<file path="src/rtl/uart_rx_buffered.sv">
// 8N1 UART receiver, 16x oversampled, with a small show-ahead byte FIFO.
// Framing errors and FIFO overruns are sticky until clr_err.
module uart_rx_buffered #(
  parameter int CLOCK_HZ   = 50_000_000,
  parameter int BAUD_RATE  = 115200,
  parameter int FIFO_DEPTH = 4
) (
  input  logic       clk,
  input  logic       rst_n,
  input  logic       rx,
  input  logic       rd_en,
  input  logic       clr_err,
  output logic [7:0] rd_data,
  output logic       rd_valid,
  output logic       frame_err,
  output logic       overrun,
  output logic       busy
);

  localparam int DIV = CLOCK_HZ / (BAUD_RATE * 16);
  localparam int DW  = (DIV > 1) ? $clog2(DIV) : 1;
  localparam int AW  = (FIFO_DEPTH > 1) ? $clog2(FIFO_DEPTH) : 1;
  localparam int CW  = AW + 1;
  localparam logic [DW-1:0] DIV_LAST = DW'(DIV - 1);

  typedef enum logic [2:0] {
    S_IDLE,
    S_START,
    S_DATA,
    S_STOP,
    S_BREAK
  } state_e;

  logic          sync1_q;
  logic          rx_s_q;
  state_e        state_q;
  logic [DW-1:0] div_q;
  logic [3:0]    tcnt_q;
  logic [2:0]    bit_q;
  logic [7:0]    shift_q;
  logic          push_q;
  logic          frame_err_q;
  logic          tick;

  logic [7:0]    mem_q [FIFO_DEPTH];
  logic [AW-1:0] wr_ptr_q;
  logic [AW-1:0] rd_ptr_q;
  logic [CW-1:0] count_q;
  logic [CW-1:0] count_d;
  logic          overrun_q;
  logic          full;
  logic          pop;
  logic          do_push;

  always_ff @(posedge clk or negedge rst_n) begin
    if (!rst_n) begin
      sync1_q <= 1'b1;
      rx_s_q  <= 1'b1;
    end else begin
      sync1_q <= rx;
      rx_s_q  <= sync1_q;
    end
  end

  assign tick = (div_q == DIV_LAST);

  always_ff @(posedge clk or negedge rst_n) begin
    if (!rst_n) begin
      state_q     <= S_IDLE;
      div_q       <= '0;
      tcnt_q      <= '0;
      bit_q       <= '0;
      shift_q     <= '0;
      push_q      <= 1'b0;
      frame_err_q <= 1'b0;
    end else begin
      push_q <= 1'b0;
      div_q  <= tick ? '0 : div_q + DW'(1);
      if (tick) tcnt_q <= tcnt_q + 4'd1;
      if (clr_err) frame_err_q <= 1'b0;
      unique case (state_q)
        S_IDLE: begin
          if (!rx_s_q) begin
            state_q <= S_START;
            div_q   <= '0;
            tcnt_q  <= '0;
          end
        end
        S_START: begin
          if (tick && tcnt_q == 4'd7) begin
            if (!rx_s_q) begin
              state_q <= S_DATA;
              bit_q   <= '0;
              tcnt_q  <= '0;
            end else begin
              state_q <= S_IDLE;
            end
          end
        end
        S_DATA: begin
          if (tick && tcnt_q == 4'd15) begin
            shift_q <= {rx_s_q, shift_q[7:1]};
            bit_q   <= bit_q + 3'd1;
            if (bit_q == 3'd7) state_q <= S_STOP;
          end
        end
        S_STOP: begin
          if (tick && tcnt_q == 4'd15) begin
            if (rx_s_q) begin
              push_q  <= 1'b1;
              state_q <= S_IDLE;
            end else begin
              frame_err_q <= 1'b1;
              state_q     <= S_BREAK;
            end
          end
        end
        S_BREAK: begin
          // held-low line must go high before rearming
          if (rx_s_q) state_q <= S_IDLE;
        end
        default: state_q <= S_IDLE;
      endcase
    end
  end

  assign full    = (count_q == CW'(FIFO_DEPTH));
  assign pop     = rd_en && rd_valid;
  assign do_push = push_q && (!full || pop);
  assign count_d = count_q + CW'(do_push) - CW'(pop);

  always_ff @(posedge clk or negedge rst_n) begin
    if (!rst_n) begin
      for (int i = 0; i < FIFO_DEPTH; i++) mem_q[i] <= '0;
      wr_ptr_q  <= '0;
      rd_ptr_q  <= '0;
      count_q   <= '0;
      overrun_q <= 1'b0;
    end else begin
      if (do_push) begin
        mem_q[wr_ptr_q] <= shift_q;
        wr_ptr_q        <= wr_ptr_q + AW'(1);
      end
      if (pop) rd_ptr_q <= rd_ptr_q + AW'(1);
      count_q <= count_d;
      if (clr_err) overrun_q <= 1'b0;
      if (push_q && full && !pop) overrun_q <= 1'b1;
    end
  end

  assign rd_data   = mem_q[rd_ptr_q];
  assign rd_valid  = (count_q != '0);
  assign frame_err = frame_err_q;
  assign overrun   = overrun_q;
  assign busy      = (state_q != S_IDLE);

endmodule

</file>
<file path="config.mk">
export PLATFORM = sky130hd
export DESIGN_NAME = uart_rx_buffered
export DESIGN_NICKNAME = d
export VERILOG_FILES = /design/src/rtl/uart_rx_buffered.sv
export SDC_FILE = /design/constraint.sdc
export NUM_CORES = 1
export LEC_CHECK = 0
export BUFFER_PORTS_ARGS = -buffer_cell sky130_fd_sc_hd__buf_2
export CORE_MARGIN = 5
export CORE_UTILIZATION = 30
export DETAILED_ROUTE_END_ITERATION = 8
export MAX_ROUTING_LAYER = met4
export PLACE_DENSITY_LB_ADDON = 0.12
export SLEW_MARGIN = 20
export SYNTH_ARGS = -nofsm -noshare
export SYNTH_HDL_FRONTEND = slang
export SYNTH_SLANG_ARGS = --single-unit
</file>
<file path="constraint.sdc">
create_clock -name clk -period 5.1 [get_ports clk]
set_input_delay 0.255 -clock clk [delete_from_list [all_inputs] [get_ports clk]]
set_output_delay 0.255 -clock clk [all_outputs]
set_load 0.05 [all_outputs]
</file>
==> results of run 1 <==
worst paths after layout:
| kind | start | to | cells after the start |
|---|---|---|---|
| max | count_q[1]$_DFF_PN0_ | count_q[2]$_DFF_PN0_ | 9 |
| min | rst_n | tcnt_q[2]$_DFF_PN0_ | 2 |
| max reg2reg | count_q[1]$_DFF_PN0_ | count_q[2]$_DFF_PN0_ | 9 |
| min reg2reg | sync1_q$_DFF_PN1_ | rx_s_q$_DFF_PN1_ | 0 |
| max in group asynchronous | rst_n | mem_q[29]$_DFFE_PN0P_ | 2 |
| min in group clk | clr_err | overrun$_DFFE_PN0P_ | 2 |
logic make-up (layout without fill, tap and decap cells):
kind of cell	count (synthesis)	in the layout	share of synthesized area (%)
DFF	67	67	53.9
AOI/OAI and AO/OA	15	15	3.62
buffers and inverters	21	48	3.25
and+or+nand+nor	44	44	9.76
xor gates and xnor gates	10	10	2.81
adders and majority gates	12	12	5.06
muxes	52	52	21.6
metal layers:
metal,GRT usage [%],vias up,routed length [um]
met5,-,-,0
met4,3.89,0,53
met3,3.10,5,213
met2,14.5,24,2630
met1,14.3,882,2860
li1,-,838,-
per-stage QoR:
| stage | utilization (%) | area (um2) | power (mW) | setup slack [ns] |
|---|---|---|---|---|
| 6_report | 34.5 | 3530 | 1.00 | 2.47 |
| 5_1_grt | 34.5 | 3530 | 1.05 | 2.29 |
| 4_1_cts | 34.5 | 3530 | 1.02 | 2.43 |
| 3_5_place_dp | 32.5 | 3320 | 0.559 | 2.45 |
| 3_3_place_gp | 32.5 | 3320 | 0.560 | 2.48 |
| 2_1_floorplan | - | 3110 | 0.545 | 2.74 |
state kept, by name (all words and copies together) (netlist names), 2 cells and up:
register  count
count_q       3
mem_q        32
tcnt_q        4
bit_q         3
wr_ptr_q      2
state_q       3
div_q         5
shift_q       8
rd_ptr_q      2
power by group:
part	internal (mW)	total [mW]	switching (mW)	leakage [nW]
clock network	0.228	0.452	0.223	0.0923
logic	0.00321	0.0151	0.0119	0.665
registers	0.532	0.533	0.00106	0.905
layout make-up:
class / instances / share of cell area (%)
repair buffers: 18 / 2.76
clock buffers: 9 / 3.51
inverters: 14 / 1.49
multi-input cells: 133 / 37.8
clock inverters: 7 / 2.13
flip-flops and latches: 67 / 47.5
well taps: 136 / 4.82
cell usage after synthesis (2+ instances only):
| cell type | count | area [um2] |
|---|---|---|
| o22ai_1 | 2 | 12.5 |
| nand3b_1 | 2 | 15.0 |
| buf_2 | 2 | 10.0 |
| mux2i_1 | 3 | 30.0 |
| nand3_1 | 3 | 15.0 |
| dfrtp_1 | 65 | 1630 |
| o21ai_0 | 2 | 10.0 |
| dfstp_2 | 2 | 52.6 |
| nand3_4 | 4 | 70.1 |
| and3_1 | 2 | 12.5 |
| ha_1 | 11 | 138 |
| nor2_1 | 9 | 33.8 |
| a21oi_1 | 3 | 15.0 |
| mux2_2 | 38 | 428 |
| xnor2_1 | 7 | 61.3 |
| xor2_1 | 3 | 26.3 |
| mux4_2 | 8 | 180 |
| inv_1 | 14 | 52.6 |
| or4_1 | 2 | 15.0 |
| or3_1 | 4 | 25.0 |
| mux2_1 | 3 | 33.8 |
| buf_6 | 2 | 22.5 |
| nand2_1 | 9 | 33.8 |
worst max-delay path: cells and delay by family (launching register included):
kind / cells / cell delay [ns]
buffers and inverters: 2 / 0.10
flip-flops: 1 / 0.44
XOR/XNOR: 2 / 0.32
AND/OR/NAND/NOR: 2 / 0.95
adder cells (fa/ha/maj): 3 / 0.75
==> results.md, run 1 <==
* Status: complete, no violations
* Mapped Nets at 238
* Final Hold Viols at 0
* Crit-path max cell delay at 0.72 ns
* Mapped cell area at 3110 um2
* Ant diodes at 0
* Routed wire length at 5.76 mm
* CTS root buf: clkbuf_8
* Fmax at 381 MHz
* Period minus WS final at 2.63 ns
* Setup bufs post-CTS at 0
* Die width at 112 um
* Initial antenna violation count at 0
* DR WL/cell at 15.0 um
* Power per Cell Area at 283 nW/um2
* Clock-pin slew on the worst setup and hold paths at 0.08 ns
* Placed Cells incl. Taps at 367
* RSZ-0062 raised after global routing: false
* Min Hold Slack at 0.124 ns
* CP Class: reg -> reg
* Slew headroom at 40.4%
* Min-Delay Path Class: in -> async
* YS warnings at 0
* Fin Clk Skew at 0.0117 ns
* Maxcap violations at 0
* Initial Util at 30.4%
* TNS Setup at 0 ns
* Row count at 37
* Main synth FF type: dfrtp_1
* Sequential fraction of the synthesis area at 53.9%
* Tcrit/Tclk final at 51.5%
* Core area at 10200 um2
* Worst Setup End Kind: register
* Antenna Nets Post-Route at 0
* CP max stage cell: or4b_1
* Slew Limit Fails at 0
* Post-CTS Resized at 0
* Data required time of the worst path at 5.37 ns
* DRT Pass-1 Iters at 4
* Clk_lat worst skew at 0.34 ns
* Leak pwr at 1.66 nW
* DRC violation count after routing at 0
* Setup violations, final at 0
* Reg2Reg Setup Slack at 2.47 ns
* DRT iter0 DRCs at 98
* Layout Cells excl Fill at 384
* Routability Congestion at 0.710
* Worst Path Max Fanout at 6
* CTS H-Tree Depth at 3
* Most frequent cells in the layout: 65 x dfrtp_1, 38 x mux2_2, 16 x buf_2, 14 x inv_1, 11 x ha_1
* Hold buffers post-CTS at 1
* Worst Path Arrival at 2.89 ns
* Port buffer count at 16
* Number of global-route vias before repair at 1859
* Clock tree sinks at 67
* First-pass GRT wire length at 9.90 mm
* Netlist cell types at 44
* Area growth, synth to finish at 13.4%
* Tot GR Track Use at 10.4%
* Synth Area per Inst at 14.1 um2
* Element type at the critical path start: register
* Post-synth EDFFs at 0
* Syn Inst Count at 221
* Final Net Count at 260
* CTS Buf Count at 9
* Cell Chain, Critical Path: or4b_1 > nand2_1 > ha_1 > inv_1 > ha_1 > inv_1 > fa_1 > xnor2_1 > xnor2_1
* Area of the multi-input gates at 1330 um2
* Share of cells above drive strength 1 at 35.9%
* CTS tree: built
* GR Overflow Total at 0
* Via count at 1749
* Die Y at 112 um
* Storage cell area at 1680 um2
* IO Pins at 17
* Ys async rst share at 100%
* Seq cells post-synth at 67
* Commonest non-fill, non-tap cell in the layout: dfrtp_1
* Die Area at 12500 um2
* Least-Margin Pin Slew at 0.894 ns
* Post-DP HPWL at 3.59 mm
* Peak supply drop at 98.1 uV
* Via density at 4.55
* CTS max path bufs at 2
* Largest net degree at the start of global routing at 68
* Fillers at 999
Note: power is estimated with default switching activity, not from simulation.
==> run 2, diff against run 1 <==
==> constraint.sdc (replaced) <==
create_clock -name clk -period 2.6 [get_ports clk]
set_input_delay 0.13 -clock clk [delete_from_list [all_inputs] [get_ports clk]]
set_output_delay 0.13 -clock clk [all_outputs]
set_load 0.05 [all_outputs]
==> results.md, run 2 (same netlist as run 1, synthesis figures left out) <==
* Min-Delay Path Class: in -> async
* Die Y at 112 um
* DRT Pass-1 Iters at 4
* Least-Margin Pin Slew at 0.886 ns
* Clk_lat worst skew at 0.35 ns
* Max reg flops at 32
* CTS max path bufs at 2
* Clock-pin slew on the worst setup and hold paths at 0.08 ns
* CTS tree: built
* Worst setup path start: count_q[1]$_DFF_PN0_
* Ant diodes at 0
* Maxcap violations at 0
* Routed wire length at 5.71 mm
* Cell Chain, Critical Path: or4b_1 > nand2_1 > ha_1 > inv_1 > ha_1 > inv_1 > fa_1 > xnor2_1 > xnor2_1
* Reg2reg start: count_q[1]$_DFF_PN0_
* Fin Clk Skew at 0.00989 ns
* Largest register by flop count: mem_q
* Pre-CTS setup slack at 0.284 ns
* Area growth, synth to finish at 14.3%
* Commonest non-fill, non-tap cell in the layout: dfrtp_1
* Die Area at 12500 um2
* CTS root buf: clkbuf_8
* CP Class: reg -> reg
* Setup violations, final at 0
* Top flop regs: mem_q: 32 flops, shift_q: 8 flops, div_q: 5 flops
* Tcrit/Tclk final at 89.4%
* Initial Util at 30.4%
* Initial antenna violation count at 0
* Min Hold Slack at -0.00500 ns
* Worst Setup End Kind: register
* Worst Path Max Fanout at 5
* Post-CTS Resized at 0
* Antenna Nets Post-Route at 0
* TNS Setup at 0 ns
* Power per Cell Area at 555 nW/um2
* CP max stage cell: or4b_1
* Via density at 4.58
* DR WL/cell at 14.8 um
* Slew Limit Fails at 0
* Port buffer count at 16
* Peak supply drop at 228 uV
* Die width at 112 um
* DRC violation count after routing at 0
* DRT iter0 DRCs at 78
* IO Pins at 17
* Largest net degree at the start of global routing at 68
* Core area at 10200 um2
* RSZ-0062 raised after global routing: false
* Number of global-route vias before repair at 1901
* Status: complete, but fails checks
* CTS H-Tree Depth at 3
* Fmax at 430 MHz
* Row count at 37
* Final Net Count at 263
* Routability Congestion at 0.701
* Element type at the critical path start: register
* CTS Buf Count at 9
* Data required time of the worst path at 2.83 ns
* Share of cells above drive strength 1 at 36.3%
* Tot GR Track Use at 10.5%
* Crit-path max cell delay at 0.51 ns
* Final Hold Viols at 6
* Most frequent cells in the layout: 65 x dfrtp_1, 38 x mux2_2, 16 x buf_2, 14 x inv_1, 11 x ha_1
* Period minus WS final at 2.32 ns
* Layout Utilization at 34.8%
* Clock tree sinks at 67
* Failing checks: negative hold slack
* First-pass GRT wire length at 9.92 mm
* Post-DP HPWL at 3.56 mm
* Via count at 1774
* GR Overflow Total at 0
* Leak pwr at 1.68 nW
* Worst Path Arrival at 2.56 ns
* Slew headroom at 41.0%
* Worst setup margin at 0.277 ns
==> run 2: changes by cell type in the layout (fill, tap and decap cells not counted), sizes merged <==
cell         before  now
buf              17   19
clkinv            1    3
clkinvlp          3    1
dlygate4sd3       1    2
==> run 2: final cells by class <==
| class | instances | area (um2) |
|---|---|---|
| clock buffer | 9 | 124 |
| multi-input combinational | 133 | 1330 |
| inverter | 14 | 52.6 |
| fill | 995 | 6670 |
| clock inverter | 7 | 76.3 |
| timing repair buffer | 21 | 123 |
| tap | 136 | 170 |
| sequential | 67 | 1680 |
==> run 2: worst max-delay path, delay by kind of cell, from the launching register on <==
kind                       cells  cell delay (ns)
adders and majority gates      3             0.74
and+or+nand+nor                2             0.65
DFF                            1             0.45
xor gates and xnor gates       2             0.27
buffers and inverters          2             0.11
==> run 2: routing by layer <==
| metal | wire length (um) | vias up | track usage (%) | part of all wire (%) |
|---|---|---|---|---|
| met5 | 0 | - | - | 0 |
| met4 | 68 | 0 | 3.41 | 1.2 |
| met3 | 180 | 6 | 3.86 | 3.2 |
| met2 | 2610 | 20 | 15.1 | 46 |
| met1 | 2850 | 906 | 13.6 | 50 |
| li1 | - | 842 | - | - |
==> run 2: repair_timing <==
action,in CTS,in global routing
hold endpoints to repair,3,0
setup buffers,0,0
endpoints found under the setup margin,0,0
hold buffers,2,0
==> run 2: worst paths after layout <==
path                       slack [ns]                      end  depth (start not counted)
setup / recovery                 0.28     count_q[2]$_DFF_PN0_                          9
hold / removal                 -0.005       div_q[4]$_DFF_PN0_                          2
setup reg to reg                 0.28     count_q[2]$_DFF_PN0_                          9
hold reg to reg                  0.36         rx_s_q$_DFF_PN1_                          0
max in group asynchronous        2.04  wr_ptr_q[1]$_DFFE_PN0P_                          2
min in group clk                 0.21  rd_ptr_q[0]$_DFFE_PN0P_                          3
==> run 2: stage by stage <==
| step | instance area, um2 | total power [mW] | instances |
|---|---|---|---|
| 4_1_cts | 3560 | 2.01 | 387 |
| 2_1_floorplan | 3110 | 1.07 | 221 |
| 3_3_place_gp | 3340 | 1.10 | 369 |
| 6_report | 3560 | 1.97 | 387 |
| 5_1_grt | 3560 | 2.07 | 387 |
| 3_5_place_dp | 3340 | 1.10 | 369 |
==> run 2: power by group <==
part	internal [mW]	switching [mW]	leakage, nW
combinational	0.00727	0.0236	0.679
sequential	1.04	0.00202	0.905
clock	0.451	0.446	0.102
total	1.50	0.472	1.68
